===== src/rtl/logic_unit_pkg.sv =====
// Shared op encoding and helpers for the pipelined logic unit.
package logic_unit_pkg;

  localparam int OP_W = 3;

  localparam logic [OP_W-1:0] OP_NOT     = 3'd0;
  localparam logic [OP_W-1:0] OP_AND     = 3'd1;
  localparam logic [OP_W-1:0] OP_OR      = 3'd2;
  localparam logic [OP_W-1:0] OP_NAND    = 3'd3;
  localparam logic [OP_W-1:0] OP_NOR     = 3'd4;
  localparam logic [OP_W-1:0] OP_XOR     = 3'd5;
  localparam logic [OP_W-1:0] OP_XNOR    = 3'd6;
  localparam logic [OP_W-1:0] OP_ILLEGAL = 3'd7;

  // Every code except the single reserved one is a valid operation.
  function automatic logic is_legal_op(input logic [OP_W-1:0] op);
    return op != OP_ILLEGAL;
  endfunction

endpackage


===== src/rtl/logic_op_core.sv =====
// Combinational bitwise operation selected by op; illegal codes yield zero.
module logic_op_core
  import logic_unit_pkg::*;
#(
  parameter int WIDTH = 8
) (
  input  logic [OP_W-1:0]  op,
  input  logic [WIDTH-1:0] a,
  input  logic [WIDTH-1:0] b,
  output logic [WIDTH-1:0] y,
  output logic             illegal
);

  // Operation decode; b is unused for NOT.
  always_comb begin
    y       = '0;
    illegal = !is_legal_op(op);
    case (op)
      OP_NOT:  y = ~a;
      OP_AND:  y = a & b;
      OP_OR:   y = a | b;
      OP_NAND: y = ~(a & b);
      OP_NOR:  y = ~(a | b);
      OP_XOR:  y = a ^ b;
      OP_XNOR: y = ~(a ^ b);
      default: y = '0;
    endcase
  end

endmodule


===== src/rtl/logic_unit_pipe.sv =====
// Two-stage valid/ready logic lane: S1 holds operands, S2 holds the result
// and flags. Also keeps a saturating count of accepted illegal ops.
module logic_unit_pipe
  import logic_unit_pkg::*;
#(
  parameter int WIDTH = 8,
  parameter int CNT_W = 8
) (
  input  logic             clk,
  input  logic             rst_n,
  input  logic             in_valid,
  output logic             in_ready,
  input  logic [OP_W-1:0]  in_op,
  input  logic [WIDTH-1:0] in1,
  input  logic [WIDTH-1:0] in2,
  output logic             out_valid,
  input  logic             out_ready,
  output logic [WIDTH-1:0] out,
  output logic             out_zero,
  output logic             out_err,
  output logic [CNT_W-1:0] err_count,
  input  logic             clr_cnt
);

  if (WIDTH < 1) begin : g_bad_width
    $error("logic_unit_pipe: WIDTH must be >= 1");
  end
  if (CNT_W < 1) begin : g_bad_cnt_w
    $error("logic_unit_pipe: CNT_W must be >= 1");
  end

  logic             s1_valid_q, s1_valid_d;
  logic [OP_W-1:0]  s1_op_q,    s1_op_d;
  logic [WIDTH-1:0] s1_a_q,     s1_a_d;
  logic [WIDTH-1:0] s1_b_q,     s1_b_d;
  logic             out_valid_q, out_valid_d;
  logic [WIDTH-1:0] out_q,      out_d;
  logic             zero_q,     zero_d;
  logic             err_q,      err_d;
  logic [CNT_W-1:0] cnt_q,      cnt_d;

  logic [WIDTH-1:0] core_y;
  logic             core_illegal;
  logic             s2_free, s1_move, in_xfer, out_xfer;

  logic_op_core #(.WIDTH(WIDTH)) u_core (
    .op      (s1_op_q),
    .a       (s1_a_q),
    .b       (s1_b_q),
    .y       (core_y),
    .illegal (core_illegal)
  );

  // Handshake, stage advance and counter next-state.
  always_comb begin
    s2_free  = !out_valid_q || out_ready;
    s1_move  = s1_valid_q && s2_free;
    in_ready = !s1_valid_q || s2_free;
    in_xfer  = in_valid && in_ready;
    out_xfer = out_valid_q && out_ready;

    s1_valid_d  = s1_valid_q;
    s1_op_d     = s1_op_q;
    s1_a_d      = s1_a_q;
    s1_b_d      = s1_b_q;
    out_valid_d = out_valid_q;
    out_d       = out_q;
    zero_d      = zero_q;
    err_d       = err_q;
    cnt_d       = cnt_q;

    // S1 drains into S2 and may refill in the same cycle.
    if (s1_move) s1_valid_d = 1'b0;
    if (in_xfer) begin
      s1_valid_d = 1'b1;
      s1_op_d    = in_op;
      s1_a_d     = in1;
      s1_b_d     = in2;
    end

    if (out_xfer) out_valid_d = 1'b0;
    if (s1_move) begin
      out_valid_d = 1'b1;
      out_d       = core_y;
      zero_d      = (core_y == '0);
      err_d       = core_illegal;
    end

    // Clear wins over a simultaneous increment; count sticks at all-ones.
    if (clr_cnt)
      cnt_d = '0;
    else if (in_xfer && !is_legal_op(in_op) && cnt_q != {CNT_W{1'b1}})
      cnt_d = cnt_q + CNT_W'(1);
  end

  // Pipeline and counter registers; reset flushes both stages.
  always_ff @(posedge clk or negedge rst_n) begin
    if (!rst_n) begin
      s1_valid_q  <= 1'b0;
      s1_op_q     <= '0;
      s1_a_q      <= '0;
      s1_b_q      <= '0;
      out_valid_q <= 1'b0;
      out_q       <= '0;
      zero_q      <= 1'b0;
      err_q       <= 1'b0;
      cnt_q       <= '0;
    end else begin
      s1_valid_q  <= s1_valid_d;
      s1_op_q     <= s1_op_d;
      s1_a_q      <= s1_a_d;
      s1_b_q      <= s1_b_d;
      out_valid_q <= out_valid_d;
      out_q       <= out_d;
      zero_q      <= zero_d;
      err_q       <= err_d;
      cnt_q       <= cnt_d;
    end
  end

  assign out_valid = out_valid_q;
  assign out       = out_q;
  assign out_zero  = zero_q;
  assign out_err   = err_q;
  assign err_count = cnt_q;

endmodule


===== config.mk =====
export PLATFORM = sky130hd
export DESIGN_NAME = logic_unit_pipe
export DESIGN_NICKNAME = d
export VERILOG_FILES = /design/src/rtl/logic_unit_pkg.sv /design/src/rtl/logic_op_core.sv /design/src/rtl/logic_unit_pipe.sv
export SDC_FILE = /design/constraint.sdc
export NUM_CORES = 1
export LEC_CHECK = 0
export ABC_AREA = 1
export BUFFER_PORTS_ARGS = -buffer_cell sky130_fd_sc_hd__buf_2
export CAP_MARGIN = 20
export CORE_ASPECT_RATIO = 0.75
export CORE_MARGIN = 2
export CORE_UTILIZATION = 40
export DETAILED_ROUTE_END_ITERATION = 16
export PLACE_DENSITY = 0.63
export SETUP_SLACK_MARGIN = 0.4
export SYNTH_ARGS = -nofsm -noshare
export SYNTH_HDL_FRONTEND = slang
export SYNTH_SLANG_ARGS = --single-unit

===== constraint.sdc =====
create_clock -name clk -period 3.6 [get_ports clk]
set_input_delay 0.72 -clock clk [delete_from_list [all_inputs] [get_ports clk]]
set_output_delay 0.72 -clock clk [all_outputs]
set_load 0.03 [all_outputs]

Yosys cells after proc, flatten, opt, wreduce, memory -nomap -nowiden
Cells that the tools add are included.

word-level totals
  output and inout port bits = 20
  input port bits = 24
  memory bits (writable) = 0
  memory bits (read-only) = 0
  bits in latches = 0
  memories kept = 0
  flip-flop bits (word level) = 39
  word-level logic and storage cells = 49

cells by class
  multipliers = 0
  mux-type cells = 7
  $add $sub $neg = 1
  reduce and logical (&&, ||, !) cells = 16
  magnitude comparators = 0
  shift-type cells = 0
  div/mod/pow operators = 0
  bitwise logic cells = 7
  equal/unequal tests = 9

operators by type and width
  kind                   count
  $pmux W8 S7            1
  $not A8 Y8             4
  $mux W8                2
  $eq A3 B3 Y1 const B   3
  $add A8 B1 Y8 const B  1
  $and A8 B8 Y8          1
  $logic_not A8 Y1       1
  $ne A8 B8 Y1 const B   1
  $or A8 B8 Y8           1
  $xor A8 B8 Y8          1
  $eq A3 B2 Y1 const B   2
  $ne A3 B3 Y1 const B   2
  $reduce_bool A2 Y1     3
  $logic_and A1 B1 Y1    5
  $logic_not A1 Y1       4
  $mux W1                4
  $eq A3 B1 Y1 const B   1
  $logic_not A3 Y1       1
  $logic_or A1 B1 Y1     2

Longest topological paths before layout
Gate-level depths: netlist of run 1.

  depth after elaboration = 8
  gate-level depth with buffers = 11
  gate-level depth less buffers = 11

Modules after synthesis
From an unflattened synthesis of run 1, not the netlist that was laid out.

second synthesis, totals
  cell total of the unflattened synthesis = 320
  area total of the unflattened synthesis = 2,561.2 sq um

by module, submodules not included
  module           cells each  instances  area an instance (sq um)  seq. area each (sq um)
  logic_unit_pipe  152         1          1,709.1                   975.9
  logic_op_core    168         1          852.1                     0.0

Worst setup path after synthesis of run 1
OpenSTA, ideal clock, no wires.

  kind = in2reg
  from = input out_ready
  to = register s1_a_q[6]
  stages on the path = 8
  required time = 3,470 ps
  setup slack = 1,734 ps
  buffers on the path = 2
  setup time = 130 ps
  data arrival time = 1,736 ps
  cells stage by stage = inv_1 -> nand3_1 -> nand2_1 -> inv_1 -> buf_2 -> buf_2 -> nand2_1 -> o21ai_0

on the way
  cells in the longest elaborated chain, start to end = 3

ends and longest elaborated chain
  what                  line                    source
  from (decl)           logic_unit_pipe.sv:17   input logic out_ready,
  $logic_or A1 B1 Y1    logic_unit_pipe.sv:56   s2_free = !out_valid_q || out_ready;
  $logic_or A1 B1 Y1    logic_unit_pipe.sv:58   in_ready = !s1_valid_q || s2_free;
  net in_ready          logic_unit_pipe.sv:12   output logic in_ready,
  $logic_and A1 B1 Y1   logic_unit_pipe.sv:59   in_xfer = in_valid && in_ready;
  to (signal assigned)  logic_unit_pipe.sv:101  s1_a_q <= '0;
  to (signal assigned)  logic_unit_pipe.sv:111  s1_a_q <= s1_a_d;
  to (decl)             logic_unit_pipe.sv:34   logic [WIDTH-1:0] s1_a_q, s1_a_d;

The timed path passes the listed nets, and every way through them passes these cells.
A chain may end at the register's enable or synchronous reset.

Worst setup path in the final report of run 1
  from = register s1_op_q[2]
  to = register zero_q, in the netlist out_zero

on the way
  cells in the longest elaborated chain, start to end = 3
  elaborated cells between the ends (all ways) = 9
  classes of those cells = 6 x eq/ne; 1 x mux; 2 x reduce/logical

ends and longest elaborated chain
  what                                        line                    source
  from (decl)                                 logic_unit_pipe.sv:33   logic [OP_W-1:0] s1_op_q, s1_op_d;
  from (signal assigned)                      logic_unit_pipe.sv:110  s1_op_q <= s1_op_d;
  $eq A3 B3 Y1, or another cell as far along  logic_op_core.sv:18     case (op)
  $pmux W8 S7 (*)                             logic_op_core.sv:18
  $logic_not A8 Y1 (*)                        logic_unit_pipe.sv:85   zero_d = (core_y == '0);
  to (signal assigned)                        logic_unit_pipe.sv:115  zero_q <= zero_d;
  to (decl)                                   logic_unit_pipe.sv:38   logic zero_q, zero_d;

Every way passes the cells marked *; elsewhere a longest branch is shown, timed or not.

==> qor.yml, run 1 <==
synthCells: 341
clock_sinks: 39
fin_nets: 422
grt_max_degree: 40
ys_seq_area_frac: 0.3900
max_stage_delay_ns: 0.75
clockBufferDepth: 2
drt_wl_total_mm: 5.480
utilization: 0.4875
p_leak_nw: 1.549
start_util: 0.4230
n_antenna_cell: 0
num_rows: 24
place.gp.congestion: 0.8549
crit_slowest_cell: "dfrtp_1"
grt_pass1_wl_mm: 9.784
syn_avg_cell_area_sq_um: 7.338
drc: 0
ioPinCount: 44
skew_ns: 0.004792
worstPathRequired_ns: 3.83
ff_latch_area_sq_um: 975.9
multi_input_area_sq_um: 1242
final_common_cell: "nand2_1"
reg2reg_depth: 10
setup_ws_ns: 1.659
synth_seq_cells: 39
fp.dieW_um: 95.33
power.total_mw: 1.568
routed_via_density: 4.748
fmax_mhz: 515.2
slew_violations: 0
ir_worst_vdd_uv: 170.1
place_ws_ns: 1.392
final_cell_mix: "107 x nand2_1, 53 x inv_1, 43 x buf_2"
dieHeight_um: 72.50
rsz0062_at_grt: "false"
setup_viol: 0
holdBufCountCts: 0
ctsResizeCount: 0
antenna_found_initial: 0
htreeDepth: 2
grt_pass1_vias: 2134
die-area_sq_um: 6911
path_cells: "inv_2 > nand3_1 > nor2_1 > nor2_1 > nand2_1 > nor2_1 > nand2_1 > nor2_1 > nand2_1 > nand2_1"
grtUsageTotal: 0.1799
final.period_utilization: 0.5391
whs_path_depth: 2
cts_inserted_buffers: 5
timing.setup.tns_ns: 0
drtIter0Drc: 130
hold_violations: 0
fp.coreArea_sq_um: 5916
area_growth_pct: 15.25
syn-num-nets: 382
ys_warn_count: 0
r2r-end: "out_zero"
num_vias: 2184
drt-wirelength-per-cell_um: 11.91
timing.rr.start: "s1_op_q[2]"
min_period_ns: 1.941
clkLatencyLatePin_ns: 0.29
io_buffers: 43
met3WireLength_um: 313
tightest_slew_ns: 0.9623
startpoint_type: "flop"
route.met2.wl_mm: 2.437
ff2ff_setup_slack_ns: 1.66
hold_ws_ns: 0.4967
clkTransAtPathRegs_ns: 0.08
min-delay-start: "out[4]"
cts_post_setup_buffers_inserted: 0
cts_root_buffer: "clkbuf_8"
status: "finished, final reports clean"
slew_headroom: 0.3578
dr.pass1.iters: 5
maxCapViolCount: 0
antenna_left: 0
hold_path.class: "reg -> reg"
dp_hpwl_mm: 4.184
p_per_area_nw_per_um2: 543.7
cp.arrival_ns: 2.17
dr.max_layer_used: "met4"
min_to: "out[4]"
cp-end-kind: "flop"
netlist_area_sq_um: 2502
n_fill_cell: 603
path_class: "reg -> reg"
yosysUniqueCellTypes: 27
grt-ovfl-total: 0
wl_met1_mm: 2.689
cts_tree: "yes"
drive_gt1_frac: 0.1780
path_max_fanout: 19
[synth_stat cells]
cell	n	area (sq um)
nand4_1	5	31.28
nand2_1	107	401.6
o21ai_0	29	145.1
nor3_1	1	5.000
inv_1	53	198.9
nor2_2	4	25.02
buf_2	3	15.01
nor2_4	3	33.78
nand3b_1	1	7.510
xnor2_1	1	8.760
nand3_4	1	17.52
ha_1	17	212.7
o21ai_1	1	5.000
dfrtp_1	39	975.9
clkbuf_1	3	11.26
buf_4	2	15.01
o31ai_1	4	30.03
xor2_1	2	17.52
buf_6	2	22.52
nand3_2	5	50.05
nand3_1	31	155.2
clkinv_1	1	3.750
nor2_1	16	60.06
a21oi_1	5	25.02
nand2_4	1	11.26
inv_4	1	6.260
inv_2	3	11.26
[critical path: cells and delay by family, from the launching register on]
| kind | cells | cell delay [ns] |
|---|---|---|
| flops | 1 | 0.75 |
| buf+inv | 1 | 0.30 |
| simple gates | 9 | 0.83 |
[worst max path at each step]
stage	startpoint	endpoint	slack, ns	cells after the start
after global placement	out_ready	s1_op_q[2]	1.43	7
after CTS	s1_op_q[2]	out_zero	1.68	10
after detailed placement	out_ready	s1_op_q[0]	1.39	6
after floorplan	out_ready	s1_a_q[6]	1.73	8
final	s1_op_q[2]	out_zero	1.66	10
after global routing	s1_op_q[2]	out_zero	1.38	10
[area by class of cell]
class                      instances  area share
clock buffer                       6     0.02516
clock inverter                     2     0.02082
inverter                          58     0.07636
multi-input combinational        234      0.4308
sequential                        39      0.3384
tap                               78     0.03384
timing repair buffer              43     0.07462
[flip-flops by register name (all words and copies together), names as in the netlist]
register,flops
out_zero,1
out_err,1
out_valid,1
s1_valid_q,1
s1_a_q,8
out,8
s1_b_q,8
s1_op_q,3
err_count,8
[kinds of logic after synthesis]
group | after synthesis | share of synthesized area
adder cells (fa/ha/maj) | 17 | 0.08500
flip-flops | 39 | 0.3900
buffers and inverters | 68 | 0.1135
AND/OR/NAND/NOR | 175 | 0.3190
XOR/XNOR | 3 | 0.01050
AO/OA/AOI/OAI | 39 | 0.08200
[stage by stage]
step / area, sq um / instances
2_1_floorplan: 2502 / 341
3_3_place_gp: 2751 / 452
3_5_place_dp: 2751 / 452
4_1_cts: 2884 / 460
5_1_grt: 2884 / 460
6_report: 2884 / 460
[report_power, final]
part,switching (mW),leakage (nW),internal [mW]
clock,0.155,0.0654,0.277
combinational,0.377,0.993,0.176
sequential,0.0641,0.491,0.518
[layer usage]
layer | up-vias | global-route usage
met3 | 5 | 0.03842
met2 | 58 | 0.2770
li1 | 1146 | -
met5 | - | 0
met1 | 975 | 0.2594
met4 | 0 | 0.04348
Power figures use the tool's default switching activity.
==> inputs of run 2 (changes only) <==
Settings changed: ABC_AREA 1 to 0, PLACE_DENSITY 0.63 to 0.64.
Clock period 3.6 ns to 1.8 ns, I/O delays scaled along.
==> run 2 against run 1 <==
Effect of this change: the run now ends with negative setup slack left; area after synthesis fell by 4.8%; combinational power increased to 3.0 times the previous value; highest routed layer unchanged; sequential share of layout area down 8.3 points; clock power rose by 110%; largest power group is now combinational logic.
==> qor.yml, run 2 <==
synthFlopType: "dfrtp_1"
clock_sinks: 39
rsz0062_at_grt: "true"
grt_pass1_wl_mm: 9.473
clockBufferDepth: 2
slew_violations: 0
grt-ovfl-total: 0
ff2ff_setup_slack_ns: -0.14
synthCells: 223
fp.dieW_um: 93.14
grt_pass1_vias: 1972
htreeDepth: 2
fin_nets: 362
synth_most_common_cell: "dfrtp_1"
num_vias: 2113
antenna_found_initial: 0
ys_warn_count: 0
synth_seq_cells: 39
final.period_utilization: 1.075
ys_seq_area_frac: 0.4094
start_util: 0.4113
drt_wl_total_mm: 6.944
synth_edf_count: 0
clkTransAtPathRegs_ns: 0.09
area_growth_pct: 61.47
path_max_fanout: 3
die-area_sq_um: 6599
synth_area_leaders: "dfrtp_1 41%, mux2_2 12%, ha_1 8.9%"
status: "finished with violations"
drt-wirelength-per-cell_um: 17.36
grt_max_degree: 32
timing.setup.tns_ns: -0.1920
startpoint_type: "flop"
min_period_ns: 1.936
final_common_cell: "buf_2"
io_buffers: 43
path_class: "reg -> reg"
worstPathRequired_ns: 2.00
design_area_sq_um: 3849
slew_headroom: 0.5106
yosysTopAreaCell: "dfrtp_1"
p_per_area_nw_per_um2: 964.2
syn-num-nets: 264
antenna_left: 0
cp.arrival_ns: 2.13
setup_viol: 2
maxCapViolCount: 0
dpl_cell_area_sq_um: 2954
yosysUniqueCellTypes: 42
dr.pass1.iters: 4
grtUsageTotal: 0.1845
p_leak_nw: 1.725
n_antenna_cell: 0
reg2reg_depth: 8
routed_via_density: 5.283
cts_tree: "yes"
failed_checks: "negative setup slack"
netlist_area_sq_um: 2384
syn_avg_cell_area_sq_um: 10.69
ir_worst_vdd_uv: 463.8
dieHeight_um: 70.85
drive_gt1_frac: 0.6553
fmax_mhz: 516.6
num_rows: 24
drc: 0
skew_ns: 0.009094
final_cell_mix: "39 x buf_2, 38 x buf_4, 32 x dfrtp_1"
async_flop_share: 1.000
cp-end-kind: "flop"
setup_ws_ns: -0.1358
place.gp.congestion: 0.7616
cts_root_buffer: "clkbuf_8"
clkLatencyLatePin_ns: 0.30
fp.coreArea_sq_um: 5796
dp_hpwl_mm: 3.833
hold_violations: 0
ioPinCount: 44
synth_top_area_share: 0.4094
n_fill_cell: 450
cts_inserted_buffers: 5
drtIter0Drc: 151
synthTopCellsByCount: "39 x dfrtp_1, 26 x mux2_2, 17 x ha_1, 16 x inv_1, 16 x nand2_1"
hold_path.class: "in -> async"
tightest_slew_ns: 0.7340
[run 2: cell count changes in the layout (fill, tap and decap cells not counted), moves of 8 or more]
| cell | change |
|---|---|
| nand2_1 | -93 |
| inv_1 | -50 |
| buf_4 | +38 |
| nand3_1 | -28 |
| o21ai_0 | -28 |
| mux2_4 | +20 |
| buf_6 | +19 |
| ha_1 | -11 |
| inv_2 | +10 |
| mux2_2 | +10 |
| ha_4 | +9 |
| nor2_1 | -9 |
| nand2b_1 | +8 |
[run 2: routing by layer]
layer	wire (um)	global-route usage
met3	319	0.04579
met4	97	0.05065
met5	0	0
met1	3133	0.2611
met2	3394	0.2850
[run 2: area by class of cell]
| class | count | area (sq um) | share of cell area |
|---|---|---|---|
| clock inverter | 3 | 67.56 | 0.01756 |
| clock buffer | 5 | 68.82 | 0.01788 |
| inverter | 16 | 60.06 | 0.01560 |
| sequential | 39 | 984.7 | 0.2559 |
| tap | 78 | 97.59 | 0.02536 |
| multi-input combinational | 159 | 1795 | 0.4665 |
| timing repair buffer | 100 | 774.5 | 0.2012 |
[run 2: worst paths after layout]
path,startpoint,end
worst min-delay path,rst_n,s1_b_q[5]
min in group clk,in2[0],s1_b_q[0]
worst min register to register,out[5],out[5]
max in group asynchronous,rst_n,s1_a_q[6]
worst max register to register,s1_a_q[2],out_zero
worst max-delay path,s1_a_q[2],out_zero
[run 2: kinds of logic (layout without fill, tap and decap cells)]
group           count (synthesis)  count (layout)  synth area share
compound gates                 31              31           0.08452
buf+inv                        28             124           0.05827
xor+xnor                        8               8           0.02940
flops                          39              39            0.4095
fa+ha+maj                      17              17           0.08924
simple gates                   61              64            0.1360
mux                            39              39            0.1932
[run 2: power by group]
part / switching, mW / total, mW / leakage (nW) / internal (mW)
Sequential: 0.116 / 1.13 / 0.471 / 1.01
Clock: 0.351 / 0.905 / 0.0644 / 0.553
Combinational: 0.819 / 1.68 / 1.19 / 0.858
Total: 1.29 / 3.71 / 1.73 / 2.42
[run 2: timing repair]
item | in CTS | in global routing
cloned | 0 | 4
gates resized for setup | 39 | 66
hold buffers | 0 | 0
buffers inserted | 23 | 12
endpoints found under the setup margin | 37 | 40
pin swaps | 22 | 20
hold endpoints to repair | 0 | 0
[run 2: critical path, stage by stage (launching register included)]
cell	delay, ns
dfrtp_1	0.40
buf_4	0.15
ha_1	0.21
mux2i_1	0.13
a211oi_1	0.10
nor4_2	0.25
buf_4	0.19
nand2_1	0.10
o31ai_2	0.32
[run 2: through the flow]
step / hold slack [ns] / setup slack (ns) / util / total power [mW] / std cells
after global routing: 0.1600 / -0.1947 / 0.6641 / 3.891 / 400
after global placement: 0.4512 / -0.05634 / 0.5097 / 2.287 / 353
after floorplan: 0.06441 / 0.05871 / - / 1.945 / 223
after CTS: 0.1420 / 0.03009 / 0.5941 / 3.422 / 384
after detailed placement: 0.4678 / -0.05531 / 0.5097 / 2.313 / 353
final: 0.1045 / -0.1358 / 0.6641 / 3.711 / 400
